**src/rtl/demux_rr_sequencer.sv**
```systemverilog
// demux_rr_sequencer: steers a serial bit stream across up to four demux
// channels in round-robin order. BITS_PER_CH consecutive accepted bits go to
// one channel before it advances to the next enabled channel in the mask.
// A frame is one full pass over the enabled channels.
//
// Handshake: a bit is accepted on any rising edge where the FSM is not IDLE
// and din_valid=1. There is no backpressure. Each accepted bit appears one
// cycle later on d_out/sel, qualified by out_valid. In cycles that follow no
// accepted bit, d_out, out_valid and frame_done are 0 and sel holds its value.
module demux_rr_sequencer #(
  parameter int BITS_PER_CH = 1
) (
  input  logic       clk,
  input  logic       rst,
  input  logic       start,
  input  logic       stop,
  input  logic [3:0] ch_mask,
  input  logic       din,
  input  logic       din_valid,
  output logic       d_out,
  output logic [1:0] sel,
  output logic       out_valid,
  output logic       frame_done,
  output logic       busy,
  output logic [1:0] state_dbg
);

  localparam int CW = (BITS_PER_CH > 1) ? $clog2(BITS_PER_CH) : 1;
  localparam logic [CW-1:0] CNT_LAST = CW'(BITS_PER_CH - 1);

  typedef enum logic [1:0] {
    S_IDLE     = 2'd0,
    S_RUN      = 2'd1,
    S_STOPPING = 2'd2
  } state_t;

  state_t        state_q, state_d;
  logic [3:0]    mask_q;
  logic [1:0]    ch_q;
  logic [1:0]    ch_next;
  logic [1:0]    ch_first;
  logic [CW-1:0] cnt_q;
  logic          start_ok;
  logic          acc;
  logic          adv;
  logic          wrap;
  logic          frame_end;
  logic          busy_d;

  assign state_dbg = state_q;

  // Next enabled channel above the current one, wrapping 3 -> 0; with a
  // single enabled channel the search lands back on the current index.
  always_comb begin
    ch_next = ch_q;
    for (int k = 4; k >= 1; k--) begin
      if (mask_q[ch_q + 2'(k)]) ch_next = ch_q + 2'(k);
    end
  end

  // Lowest enabled channel of the incoming mask, used at start.
  always_comb begin
    if (ch_mask[0])      ch_first = 2'd0;
    else if (ch_mask[1]) ch_first = 2'd1;
    else if (ch_mask[2]) ch_first = 2'd2;
    else                 ch_first = 2'd3;
  end

  assign start_ok  = (state_q == S_IDLE) && start && !stop && (ch_mask != 4'b0000);
  assign acc       = (state_q != S_IDLE) && din_valid;
  assign adv       = acc && (cnt_q == CNT_LAST);
  assign wrap      = (ch_next <= ch_q);
  assign frame_end = adv && wrap;

  // State register.
  always_ff @(posedge clk) begin
    if (rst) state_q <= S_IDLE;
    else     state_q <= state_d;
  end

  // Next-state logic: stop is honoured only at a frame boundary.
  always_comb begin
    state_d = state_q;
    case (state_q)
      S_IDLE: begin
        if (start_ok) state_d = S_RUN;
      end
      S_RUN: begin
        if (stop && frame_end) state_d = S_IDLE;
        else if (stop)         state_d = S_STOPPING;
      end
      S_STOPPING: begin
        if (frame_end) state_d = S_IDLE;
      end
      default: state_d = S_IDLE;
    endcase
  end

  // Output decode: busy follows the state being entered so the registered
  // copy matches the current state.
  always_comb begin
    busy_d = (state_d != S_IDLE);
  end

  // Channel/mask/bit-counter bookkeeping.
  always_ff @(posedge clk) begin
    if (rst) begin
      mask_q <= 4'b0000;
      ch_q   <= 2'd0;
      cnt_q  <= '0;
    end else if (start_ok) begin
      mask_q <= ch_mask;
      ch_q   <= ch_first;
      cnt_q  <= '0;
    end else if (acc) begin
      if (adv) begin
        cnt_q <= '0;
        ch_q  <= ch_next;
      end else begin
        cnt_q <= cnt_q + CW'(1);
      end
    end
  end

  // Registered demux outputs, one cycle behind the accepted bit.
  always_ff @(posedge clk) begin
    if (rst) begin
      d_out      <= 1'b0;
      sel        <= 2'b00;
      out_valid  <= 1'b0;
      frame_done <= 1'b0;
      busy       <= 1'b0;
    end else begin
      d_out      <= acc & din;
      out_valid  <= acc;
      frame_done <= frame_end;
      busy       <= busy_d;
      if (acc) sel <= ch_q;
    end
  end

endmodule

```
**config.mk**
```make
export PLATFORM = sky130hd
export DESIGN_NAME = demux_rr_sequencer
export DESIGN_NICKNAME = d
export VERILOG_FILES = /design/src/rtl/demux_rr_sequencer.sv
export SDC_FILE = /design/constraint.sdc
export NUM_CORES = 1
export LEC_CHECK = 0
export CAP_MARGIN = 20
export CORE_UTILIZATION = 33
export CTS_CLUSTER_SIZE = 12
export DETAILED_ROUTE_END_ITERATION = 16
export DONT_BUFFER_PORTS = 1
export PLACE_DENSITY = 0.58
export SLEW_MARGIN = 30
export SYNTH_ARGS = -nofsm -noshare
export SYNTH_HDL_FRONTEND = slang
export SYNTH_SLANG_ARGS = --single-unit
```
**constraint.sdc**
```tcl
create_clock -name clk -period 2.3 [get_ports clk]
set_input_delay 0.23 -clock clk [delete_from_list [all_inputs] [get_ports clk]]
set_output_delay 0.23 -clock clk [all_outputs]
set_load 0.02 [all_outputs]
```
## After elaboration in Yosys (flattened, before gate mapping)

Cells that the tools add are included.

| storage, ports and cells | value |
|---|---|
| register bits | 15 |
| logic and storage cells | 58 |

| cells by class | value |
|---|---|
| $add $sub $neg | 4 |
| magnitude comparators | 4 |
| eq/ne operators | 2 |
| mux-type cells | 21 |
| bitwise logic cells | 2 |
| reduce and logical (&&, ||, !) cells | 16 |

Operators by type and width:

| cell | count |
|---|---|
| 2-bit two-way mux | 12 |
| 2-bit by 3-bit < comparator with 1-bit output (second input constant) | 3 |
| 2-bit nonzero test | 4 |
| 1-bit logical AND | 7 |
| 1-bit binary-select mux with 2-bit select | 3 |
| 2-bit case mux with 3 select lines | 1 |
| 1-bit two-way mux | 5 |
| 2-bit adder (second input constant) | 2 |
| 4-bit nonzero test | 1 |
| 2-bit by 1-bit adder with 2-bit output (second input constant) | 1 |
| 2-bit by 1-bit equality test with 1-bit output (second input constant) | 1 |
| 2-bit equality test (second input constant) | 1 |
| 2-bit <= comparator | 1 |
| 2-bit logical NOT | 1 |
| 2-bit AND reduction | 1 |
| 2-bit OR reduction | 1 |
| 1-bit adder (second input constant) | 1 |
| 1-bit AND | 1 |
| 1-bit logical NOT | 1 |
| 1-bit NOT | 1 |

## Longest topological paths before layout

Gate-level depths: netlist (run 1).

| logic depth | value |
|---|---|
| word-level depth | 12 |
| gate-level depth with buffers | 9 |

## Worst setup path after synthesis (run 1)

No wires, ideal clock.

| path | value |
|---|---|
| kind | flip-flop to flip-flop |
| from | register ch_q[1] |
| to | register busy |
| arrival | 1.599 ns |
| data required time | 2.155 ns |
| path slack | 0.556 ns |
| stages on the path, launching flop included | 9 |
| period minus slack after synthesis | 1.744 ns |
| path through | dfxtp_1 buf_2 a21o_1 a31oi_1 ha_1 nor2b_1 a2bb2oi_1 o31ai_1 a31oi_1 |

| on the way | value |
|---|---|
| cells in the longest elaborated chain, start to end | 12 |
| elaborated cells between the ends (all ways) | 19 |
| those cells by class | add/sub (3); order compare (1); mux (12); reduce/logical (3) |

RTL lines:

| item | line | text |
|---|---|---|
| start: declaration | 39 | `logic [1:0] ch_q;` |
| start signal: assignment | 113 | `ch_q <= ch_first;` |
| start signal: assignment | 118 | `ch_q <= ch_next;` |
| 2-bit adder | 57 | `if (mask_q[ch_q + 2'(k)]) ch_next = ch_q + 2'(k);` |
| 1-bit binary-select mux with 2-bit select | 57 |  |
| 1-bit two-way mux (not written as such) | 57 |  |
| 2-bit two-way mux (3 in a row) | 57 |  |
| 2-bit <= comparator * | 72 | `assign wrap = (ch_next <= ch_q);` |
| 1-bit logical AND * | 73 | `assign frame_end = adv && wrap;` |
| 1-bit logical AND | 89 | `if (stop && frame_end) state_d = S_IDLE;` |
| 2-bit two-way mux | 89 |  |
| 2-bit case mux with 3 select lines * | 84 | `case (state_q)` |
| 2-bit nonzero test * | 102 | `busy_d = (state_d != S_IDLE);` |
| end signal: assignment | 137 | `busy <= busy_d;` |
| end: declaration | 24 | `output logic busy,` |

Mark *: on every way between the ends. The rest lies on a longest branch, timed or not. The select of a mux whose other input is x is not followed.
A chain may end at the register's enable or synchronous reset.

## Final worst setup path (run 1)

Ends and elaborated chain as after synthesis.

==> flow_summary_export.csv, run 1 <==
group,metric,value,unit
critical_path,worstSetupEndpointType,"flip-flop",
route,drtIter0Drc,11,
clock_tree,cts-root-buf,"clkbuf_4",
clock_tree,clock_path_buffers,2,
clock_tree,htree_levels,1,
pwr,p_leak,0.000288,µW
finish,fin_nets,97,
clock_tree,clkTransAtPathRegs,0.09,ns
hold_path,min_from,"rst",
logic_synthesis,yosysWarningCount,0,
timing,min_period,1.82,ns
clock_tree,cts_resized,0,
place,place_hpwl,1030,µm
critical_path,critPathLaunchType,"flip-flop",
timing,finalHoldViolations,0,
logic_synthesis,synth_largest_area_cell,"dfxtp_1",
die,die_width,48.5,µm
timing,slew_viol_final,0,
global_route,track_usage,14.0,%
logic_synthesis,netlist_instances,82,
clock_tree,cts_hold_buf,1,
die,ioPinCount,18,
clock_tree,clock-sinks,15,
global_route,antenna_found_initial,0,
clock_tree,clk_latency,0.29,ns
hold_path,hold_path_class,"input pin to flip-flop",
die,floorplan.initialDensity,35.6,%
logic_synthesis,synth_area_leaders,"dfxtp_1 42%, nor2_1 6.3%, a21oi_1 4.2%",
clock_tree,cts_setup_buffers,0,
finish,antenna_cells,0,
critical_path,crit_fanout,9,
place,gp_congestion,0.698,
global_route,grt_pass1_wl,2500,µm
logic_synthesis,synthArstFlopShare,0,%
pwr,power_frac_seq,56.3,%
logic_synthesis,ys_dominant_reg_cell,"dfxtp_1",
pwr,p_int,368,µW
finish,final_cells,111,
job,cap_violations,0,
finish,syn2layout_area_growth,8.07,%
timing,post-route-period-util,79.0,%
logic_synthesis,syn_area_per_cell,8.70,µm²
route,dr_total_vias,580,
die,std_cell_rows,16,
route,via_per_inst,5.23,
pwr,p_switching,146,µW
place,dp_cells,106,
logic_synthesis,synth.top_cells.by_count,"15 x dfxtp_1, 12 x nor2_1, 8 x nand2_1",
route,ant_nets,0,
critical_path,arrival,1.97,ns
logic_synthesis,synth_most_common_cell,"dfxtp_1",
route,wirelength,1470,µm
timing,fmax,0.551,GHz
logic_synthesis,netlist_area,713,µm²
logic_synthesis,ys_seq_area_share,42.1,%
timing,rsz0062_at_grt,"false",
logic_synthesis,yosysUniqueCellTypes,29,
clock_tree,numCtsBuffers,3,
die,die_area,2350,µm²
logic_synthesis,synth_top_cell_area_share,42.1,%
global_route,grt_max_degree,14,
logic_synthesis,synth_nets,94,
global_route,grt_remaining_overflow,0,
timing,worst_pin_slew,0.591,ns
route,detail_route.wl_per_cell,13.2,µm
clock_tree,cts_tree,"done",
die,die_h,48.5,µm
pwr,powerDensity,667,nW/µm²
critical_path,rr_startpoint,"ch_q[1]$_SDFFE_PP0P_",
route,drc,0,
timing,setup-tns-final,0,ns
critical_path,r2r_slack,0.48,ns
pwr,clkPwrFrac,30.1,%
route,first_pass_iters,4,
pwr,ir_drop,0.000450,V
die,core-area,2000,µm²
logic_synthesis,ys_seq_elements,15,
run_status,outcome,"finished, final reports clean",
logic_synthesis,synth-edff-count,0,
timing,finalSetupViolCount,0,
timing,fin_skew,0.00358,ns
finish,drive_above_1_share,8.33,%
pwr,switching_share,28.5,%
global_route,grt_pass1_vias,547,
pwr,combPwrFrac,13.7,%
timing,relSlewSlack,60.5,%
place,port-buffer-count,0,
critical_path,crit_type,"flip-flop to flip-flop",
critical_path,required,2.46,ns
critical_path,critPathLaunch,"ch_q[1]$_SDFFE_PP0P_",
==> power by group through the flow <==
stage / Combinational, µW / Clock (µW) / Sequential (µW)
final: 70.3 / 155 / 289
after global routing: 81.4 / 172 / 292
after CTS: 70.6 / 160 / 289
after detailed placement: 65.5 / 0 / 295
after global placement: 64.6 / 0 / 295
after floorplan: 60.4 / 0 / 291
==> cell usage in the layout (no fill, tap or decap), types with 2 or more instances in the layout <==
master / Yosys / routed
mux2i_1: 2 / 2
nor3_1: 5 / 5
clkbuf_4: 0 / 3
dfxtp_1: 15 / 15
nor2b_1: 4 / 4
nor2_1: 12 / 12
nand2b_1: 2 / 2
nand2_1: 8 / 8
ha_1: 2 / 2
a21oi_1: 6 / 6
a22oi_1: 2 / 2
a31oi_1: 3 / 3
inv_1: 3 / 3
==> per-layer routing <==
| metal | global-route usage [%] | up-vias | routed length (µm) |
|---|---|---|---|
| li1 | - | 293 | - |
| met1 | 18.7 | 261 | 720 |
| met2 | 19.5 | 22 | 600 |
| met3 | 6.92 | 4 | 118 |
| met4 | 4.41 | 0 | 26 |
| met5 | 0 | - | 0 |
==> worst paths after layout <==
path	end	cells after the start
worst min-delay path	ch_q[0]$_SDFFE_PP0P_	1
worst max-delay path	busy$_SDFF_PP0_	7
worst max register to register	busy$_SDFF_PP0_	7
worst min register to register	cnt_q$_SDFFE_PP0P_	2
==> cell families (layout without fill, tap and decap cells) <==
family                     Yosys count  in the layout  share of synthesized area [%]
and+or+nand+nor                     37             37                           27.0
AOI/OAI and AO/OA                   20             20                           21.1
DFF                                 15             15                           42.1
buffers and inverters                6              8                           3.51
adders and majority gates            2              2                           3.51
muxes                                2              2                           2.81
==> sequential cells by signal (all words and copies together) (netlist names) <==
name        flops
busy            1
mask_q          4
cnt_q           1
d_out           1
out_valid       1
ch_q            2
sel             2
state_dbg       2
frame_done      1
==> metrics by stage <==
step / area (µm²) / hold slack, ns / total power (µW) / utilization [%] / worst slack (ns)
floorplan: 713 / 0.309 / 351 / - / 0.556
global placement: 733 / 0.302 / 359 / 36.6 / 0.541
detailed placement: 733 / 0.303 / 361 / 36.6 / 0.503
CTS: 771 / 0.0207 / 520 / 38.5 / 0.491
global route: 771 / 0.00910 / 544 / 38.5 / 0.302
finish: 771 / 0.0263 / 514 / 38.5 / 0.484
==> final cells by class <==
type,count,area (µm²)
Fill cell,223,1230
Inverter,3,11.3
Tap cell,27,33.8
Sequential cell,15,300
Clock buffer,3,22.5
Multi-Input combinational cell,61,388
Timing Repair Buffer,1,10.0
Clock inverter,1,5.00
==> critical path, cell delays in order, from the launching register on <==
cell and delay, ns:
dfxtp_1 0.39, a21o_1 0.21, a31oi_1 0.20, ha_1 0.27, nor2b_1 0.13, a2bb2oi_1 0.15
o31ai_1 0.22, a31oi_1 0.11
No activity file was read; power rests on OpenSTA's default activity.
==> inputs of run 2 (changes only) <==
Settings changed: PLACE_DENSITY 0.58 to 0.59.
Clock period 2.3 ns to 1.65 ns, I/O delays scaled along.
==> run 2 against run 1 <==
Core utilization is 11 points higher. The run now ends with negative hold slack, negative setup slack left. Global-route usage is 1.8 points higher. Largest power group unchanged. Clock skew is 0.0027 ns lower. Die area stayed put. Cell area is 29% higher.
==> flow_summary_export.csv, run 2 (same netlist as run 1, synthesis figures left out) <==
group,metric,value,unit
finish,mostFrequentLayoutCell,"buf_4",
place,port-buffer-count,0,
finish,largest-register,"mask_q",
critical_path,required,1.87,ns
route,wirelength,1590,µm
die,floorplan.initialDensity,35.6,%
critical_path,r2r-end,"state_dbg[1]$_SDFF_PP0_",
timing,hold-worst-slack,-0.0804,ns
critical_path,r2r_cells,9,
global_route,antenna_found_initial,0,
critical_path,crit_type,"flip-flop to flip-flop",
pwr,powerDensity,805,nW/µm²
die,std_cell_rows,16,
critical_path,worstPathCellList,"buf_6 -> nor3_4 -> a31oi_4 -> ha_4 -> nor2b_4 -> a2bb2oi_2 -> buf_4 -> nor2_1 -> nor3_1",
die,die_h,48.5,µm
finish,antenna_cells,0,
clock_tree,cts_tree,"done",
clock_tree,clock_path_buffers,2,
route,via_per_inst,5.00,
place,placed_cell_area,900,µm²
place,place_hpwl,1210,µm
global_route,grt_max_degree,16,
die,core-area,2000,µm²
finish,fin_nets,115,
critical_path,critPathLaunch,"mask_q[3]$_SDFFE_PP0P_",
pwr,p_leak,0.000404,µW
place,gp_congestion,0.757,
finish,syn2layout_area_growth,39.3,%
clock_tree,clock-sinks,15,
global_route,grt_remaining_overflow,0,
hold_path,holdPathStages,1,
timing,finalHoldViolations,11,
global_route,grt_pass1_vias,642,
job,cap_violations,0,
finish,final_cells,129,
global_route,grt_pass1_wl,2800,µm
finish,largest_reg_flops,4,
critical_path,crit_fanout,4,
hold_path,hold_end,"ch_q[1]$_SDFFE_PP0P_",
critical_path,worstSetupEndpointType,"flip-flop",
timing,finalSetupViolCount,1,
critical_path,slowest_stage,"dfxtp_2",
timing,slew_viol_final,0,
pwr,power,799,µW
hold_path,min_from,"rst",
clock_tree,numCtsBuffers,3,
route,drtIter0Drc,4,
timing,worst_pin_slew,0.293,ns
clock_tree,clk_latency,0.29,ns
run_status,outcome,"complete, but fails checks",
hold_path,hold_path_class,"input pin to flip-flop",
clock_tree,clkTransAtPathRegs,0.09,ns
finish,final_cell_mix,"13 x buf_4, 12 x nor2_1, 11 x dfxtp_1",
timing,fin_skew,0.000857,ns
clock_tree,cts-root-buf,"clkbuf_4",
die,die_area,2350,µm²
finish,drive_above_1_share,31.4,%
route,ant_nets,0,
critical_path,critPathLaunchType,"flip-flop",
timing,post-route-period-util,100,%
finish,postLayoutCellArea,993,µm²
critical_path,rr_startpoint,"mask_q[3]$_SDFFE_PP0P_",
global_route,track_usage,15.8,%
timing,setup-tns-final,-0.00789,ns
clock_tree,cts_hold_buf,4,
timing,fin_ws,-0.00789,ns
clock_tree,htree_levels,1,
critical_path,r2r_slack,-0.008,ns
timing,rsz0062_at_grt,"true",
timing,fmax,0.603,GHz
route,detail_route.wl_per_cell,12.3,µm
run_status,violations,"negative hold slack, negative setup slack",
die,die_width,48.5,µm
timing,min_period,1.66,ns
timing,relSlewSlack,80.4,%
route,first_pass_iters,4,
critical_path,cpPeakStageDelay,0.35,ns
route,drc,0,
place,dp_cells,120,
pwr,ir_drop,0.000487,V
die,ioPinCount,18,
critical_path,arrival,1.88,ns
route,dr_total_vias,645,
[run 2: worst max-delay path, delay by kind of cell (launching register included)]
family | cells | cell delay (ns)
simple gates | 4 | 0.48
flops | 1 | 0.35
fa+ha+maj | 1 | 0.28
buf+inv | 2 | 0.25
compound gates | 2 | 0.22
[run 2: layout make-up]
cell class	count	area, µm²
Fill cell	220	1010
Multi-Input combinational cell	61	452
Sequential cell	15	310
Timing Repair Buffer	19	160
Tap cell	27	33.8
Clock buffer	4	26.3
Inverter	3	11.3
[run 2: how the worst max path moves through the flow]
stage / to
final: state_dbg[1]$_SDFF_PP0_
after global routing: state_dbg[1]$_SDFF_PP0_
after CTS: state_dbg[1]$_SDFF_PP0_
after detailed placement: busy$_SDFF_PP0_
after global placement: busy$_SDFF_PP0_
after floorplan: busy$_SDFF_PP0_
[run 2: routing by layer]
metal | routed length (µm) | share of wire, % | global-route usage (%)
met4 | 29 | 1.8 | 8.82
met2 | 715 | 45 | 24.2
met1 | 765 | 48 | 19.8
met3 | 78 | 4.9 | 4.72
met5 | 0 | 0 | 0
[run 2: stage by stage]
step           worst slack (ns)  hold WS, ns  utilization, %
5_1_grt                  -0.130      -0.0899            49.6
3_3_place_gp            -0.0985        0.236            44.9
6_report               -0.00789      -0.0804            49.6
2_1_floorplan           -0.0463        0.244               -
4_1_cts                 -0.0493      -0.0855            49.4
3_5_place_dp             -0.174        0.238            44.9
[run 2: repair_timing]
item,CTS,global route
setup buffers,1,0
setup endpoints to repair,3,5
resized for setup,6,2
hold endpoints to repair,15,11
pin swaps,6,2
[run 2: where the power goes]
part           leakage (µW)  switching [µW]  internal [µW]
clock             0.0000150             124           94.1
combinational      0.000265            72.6            108
sequential         0.000124            24.0            377
